==> config.mk <==
export PLATFORM = sky130hd
export DESIGN_NAME = fifo_param
export DESIGN_NICKNAME = d
export VERILOG_FILES = /design/src/rtl/fifo_param.sv
export SDC_FILE = /design/constraint.sdc
export NUM_CORES = 1
export LEC_CHECK = 0
export ABC_AREA = 1
export CORE_ASPECT_RATIO = 0.6
export CORE_MARGIN = 5
export CORE_UTILIZATION = 50
export CTS_CLUSTER_SIZE = 12
export DETAILED_ROUTE_END_ITERATION = 6
export PLACE_DENSITY = 0.73
export SYNTH_ARGS = -nofsm -noshare
export SYNTH_HDL_FRONTEND = slang
export SYNTH_SLANG_ARGS = --single-unit
==> constraint.sdc <==
create_clock -name clk -period 2.4 [get_ports clk]
set_input_delay 0.48 -clock clk [delete_from_list [all_inputs] [get_ports clk]]
set_output_delay 0.48 -clock clk [all_outputs]
set_load 0.01 [all_outputs]
==> src/rtl/fifo_param.sv <==
// Parametrised synchronous FIFO: circular buffer, registered occupancy count,
// programmable almost-full/almost-empty, sticky error flags, fall-through output.
module fifo_param #(
  parameter int unsigned DEPTH     = 64,
  parameter int unsigned WIDTH     = 8,
  parameter int unsigned AF_THRESH = 56,
  parameter int unsigned AE_THRESH = 8
) (
  input  logic                         clk,
  input  logic                         rst,
  input  logic                         flush,
  input  logic [WIDTH-1:0]             datain,
  input  logic                         enw,
  output logic                         full,
  output logic                         almost_full,
  input  logic                         enr,
  output logic                         valid,
  output logic [WIDTH-1:0]             dataout,
  output logic                         almost_empty,
  output logic [$clog2(DEPTH+1)-1:0]   count,
  output logic                         overflow,
  output logic                         underflow
);

  localparam int unsigned CW = $clog2(DEPTH + 1);
  localparam int unsigned PW = $clog2(DEPTH);

  localparam logic [CW-1:0] DepthC = CW'(DEPTH);
  localparam logic [CW-1:0] AfC    = CW'(AF_THRESH);
  localparam logic [CW-1:0] AeC    = CW'(AE_THRESH);
  localparam logic [PW-1:0] PtrLast = PW'(DEPTH - 1);

  logic [WIDTH-1:0] mem [DEPTH];

  logic [PW-1:0] wr_ptr_q, wr_ptr_d;
  logic [PW-1:0] rd_ptr_q, rd_ptr_d;
  logic [CW-1:0] count_q, count_d;
  logic          overflow_q, overflow_d;
  logic          underflow_q, underflow_d;

  logic rd_acc;
  logic wr_acc;

  // All status flags come from the registered count, never from pointer compares.
  assign valid        = (count_q != '0);
  assign full         = (count_q == DepthC);
  assign almost_full  = (count_q >= AfC);
  assign almost_empty = (count_q <= AeC);
  assign count        = count_q;
  assign overflow     = overflow_q;
  assign underflow    = underflow_q;

  assign rd_acc = enr & valid;
  // A write while full is still accepted if a pop frees a cell on the same edge.
  assign wr_acc = enw & (~full | rd_acc);

  assign dataout = mem[rd_ptr_q];

  always_comb begin
    wr_ptr_d    = wr_ptr_q;
    rd_ptr_d    = rd_ptr_q;
    count_d     = count_q;
    overflow_d  = overflow_q;
    underflow_d = underflow_q;

    if (flush) begin
      wr_ptr_d    = '0;
      rd_ptr_d    = '0;
      count_d     = '0;
      overflow_d  = 1'b0;
      underflow_d = 1'b0;
    end else begin
      if (wr_acc) begin
        wr_ptr_d = (wr_ptr_q == PtrLast) ? '0 : wr_ptr_q + 1'b1;
      end
      if (rd_acc) begin
        rd_ptr_d = (rd_ptr_q == PtrLast) ? '0 : rd_ptr_q + 1'b1;
      end

      case ({wr_acc, rd_acc})
        2'b10:   count_d = count_q + 1'b1;
        2'b01:   count_d = count_q - 1'b1;
        default: count_d = count_q;
      endcase

      if (enw & full & ~rd_acc) begin
        overflow_d = 1'b1;
      end
      // A read against an empty FIFO is not an error when a write fills it on the same edge.
      if (enr & ~valid & ~wr_acc) begin
        underflow_d = 1'b1;
      end
    end
  end

  always_ff @(posedge clk or posedge rst) begin
    if (rst) begin
      wr_ptr_q    <= '0;
      rd_ptr_q    <= '0;
      count_q     <= '0;
      overflow_q  <= 1'b0;
      underflow_q <= 1'b0;
    end else begin
      wr_ptr_q    <= wr_ptr_d;
      rd_ptr_q    <= rd_ptr_d;
      count_q     <= count_d;
      overflow_q  <= overflow_d;
      underflow_q <= underflow_d;
    end
  end

  // Storage is deliberately left out of reset.
  always_ff @(posedge clk) begin
    if (wr_acc && !flush) begin
      mem[wr_ptr_q] <= datain;
    end
  end

endmodule

==> results.yml <==
layout:
  final_area_um2: 26900
  fin_util: 0.604
  nets: 2162
  fillers: 3354
  multi_input_area_um2: 6230
  fin_cells: 2772
  syn_to_final_growth_pct: 20.1
  area.sequential_um2: 15900
  mostFrequentLayoutCells: "nand2_1, edfxtp_1, nand3_1"
  layout_commonest_cell: "nand2_1"
  drive_above_1_share: 0.180
  n_antenna_cell: 0
sta:
  finalCriticalPeriod_ns: 2.99
  fmax_mhz: 335
  fin_setup_tns_ns: -4.39
  hold_viol: 0
  worst_slack_ns: -0.587
  skew_ns: 0.0187
  drv_slew: 0
  fin_crit_sh: 1.24
  maxSlewHeadroom: 0.331
  rsz0062_at_grt: "true"
  holdWs_ns: 0.247
  worstMarginPinSlew_ns: 1.00
  setup_viol: 8
power_and_ir_drop:
  peakVddDrop_mv: 0.609
  power_mw: 27.0
  power_density_nw_per_um2: 1000
  p_leak_nw: 9.92
die:
  die_w_um: 283
  die-area_um2: 49300
  pin_count: 34
  start_util: 0.503
  coreArea_um2: 44600
  rows: 60
  die_h_um: 174
run_status:
  failed_checks: "DRC, setup timing"
  status: "finished with violations"
clock_tree:
  cts.sinks: 533
  htreeDepth: 2
  cts-root-buf: "clkbuf_16"
  clkTransAtPathRegs_ns: 0.06
  tritoncts: "done"
  worstSkewPairLatency_ns: 0.58
  cts_made_buffers: 50
  clk_path_buf_depth: 3
logic_synthesis:
  synth_cell_types: 37
  syn_area_per_cell_um2: 11.3
  synth_fp_nets: 2003
  ys_warn_count: 0
  synth_seq_cells: 533
  yosysSeqAreaShare: 0.709
  syn_inst: 1982
  synth_area_um2: 22400
detailed_routing:
  wl_per_cell_um: 22.6
  drc: 4
  dr.pass1.iters: 7
  initialDrtViolationCount: 2494
  drtAntennaViolNets: 0
  wl_mm: 62.5
  vias: 16330
  viasPerCell: 5.89
setup_path:
  worstPathMaxFanout: 17
  reg2regPathDepth: 11
  worstSetupStartpointType: "flip-flop"
  cp_data_arrival_time_ns: 2.51
  worst-endpoint-required_ns: 1.92
  crit_type: "flip-flop to primary output"
  end_kind: "primary output"
global_route:
  antenna_found_initial: 0
  grt_max_degree: 65
  grt_pass1_vias: 15881
  grt_pass1_wl_mm: 94.7
  gr-total-overflow: 0
  grt_usage: 0.247
placed_design:
  gp_congestion: 0.938
  dpl_worst_slack_ns: -0.404
  dpl_cell_area_um2: 24500
  numPortBuffers: 33
  placedCellCount: 2655
  hpwl_mm: 37.9
worst_hold_path:
  min_path_type: "input port to asynchronous set/reset pin"
run:
  drv_cap: 0
cells in the mapped netlist, drive strengths merged:
master	instances	area, um2
ha	7	87.6
o21ai	14	81.3
nand4	3	31.3
nand3b	1	7.51
nand3	456	2300
a21oi	10	53.8
clkinv	1	3.75
nor3	12	60.1
o21a	1	7.51
nor2	79	312
a31oi	2	12.5
fa	1	20.0
xor2	3	26.3
inv	38	145
dfrtp	21	526
clkbuf	18	67.6
o22ai	4	25.0
nand2	696	2650
buf	98	578
edfxtp	512	15400
o211ai	2	15.0
xnor2	3	26.3
final timing paths:
path | startpoint | endpoint | slack [ns]
setup / recovery | rd_ptr_q[0]$_DFFE_PP0P_ | dataout[3] | -0.59
hold / removal | rst | underflow$_DFFE_PP0P_ | 0.25
setup reg to reg | count[0]$_DFFE_PP0P_ | count[3]$_DFFE_PP0P_ | 0.03
hold reg to reg | overflow$_DFFE_PP0P_ | overflow$_DFFE_PP0P_ | 0.51
max in group asynchronous | rst | rd_ptr_q[1]$_DFFE_PP0P_ | 1.86
min in group clk | datain[1] | mem[22][1]$_DFFE_PP_ | 0.25
layer usage:
layer	up-vias	track usage	routed length, um
met5	-	0	0
met3	110	0.0760	8330
met1	7952	0.371	26000
met2	1034	0.354	27000
met4	0	0.0596	1200
li1	7234	-	-
registers in the layout, summed over array words and instances (netlist names):
register / count
count: 7
mem: 512
overflow: 1
rd_ptr_q: 6
underflow: 1
wr_ptr_q: 6
critical path: stages (launching register included):
cell     delay, ns
dfrtp_4       0.59
buf_12        0.20
buf_12        0.15
nand2_1       0.06
nand3_1       0.08
nand3_1       0.10
nand2_1       0.07
nand2_1       0.18
nand3_2       0.16
nand3_4       0.10
nand2_2       0.06
buf_2         0.14
power breakdown:
part	switching (mW)	total [mW]	internal, mW
Combinational	5.61	9.31	3.70
Sequential	0.143	10.4	10.3
Clock	3.34	7.30	3.97
final cells by class:
class,count,area share
clock buffer,91,0.0526
timing repair buffer,222,0.0896
timing repair inverter,1,0.000418
multi-input combinational,1294,0.232
tap,589,0.0274
clock inverter,3,0.00125
inverter,39,0.00614
sequential,533,0.591
kinds of logic (layout without fill, tap and decap cells):
group / after synthesis / in the layout / synth area share
AOI/OAI and AO/OA: 33 / 33 / 0.00871
xor gates and xnor gates: 6 / 6 / 0.00234
adders and majority gates: 8 / 8 / 0.00480
buffers and inverters: 155 / 356 / 0.0354
DFF: 533 / 533 / 0.709
and+or+nand+nor: 1247 / 1247 / 0.239
repair_timing:
action,in CTS,in global routing
gates cloned,9,1
buffers inserted,8,7
gates resized for setup,147,41
endpoints found under the setup margin,12,13
pin swaps,26,20
hold buffers,0,0
(Power assumes the default switching activity.)
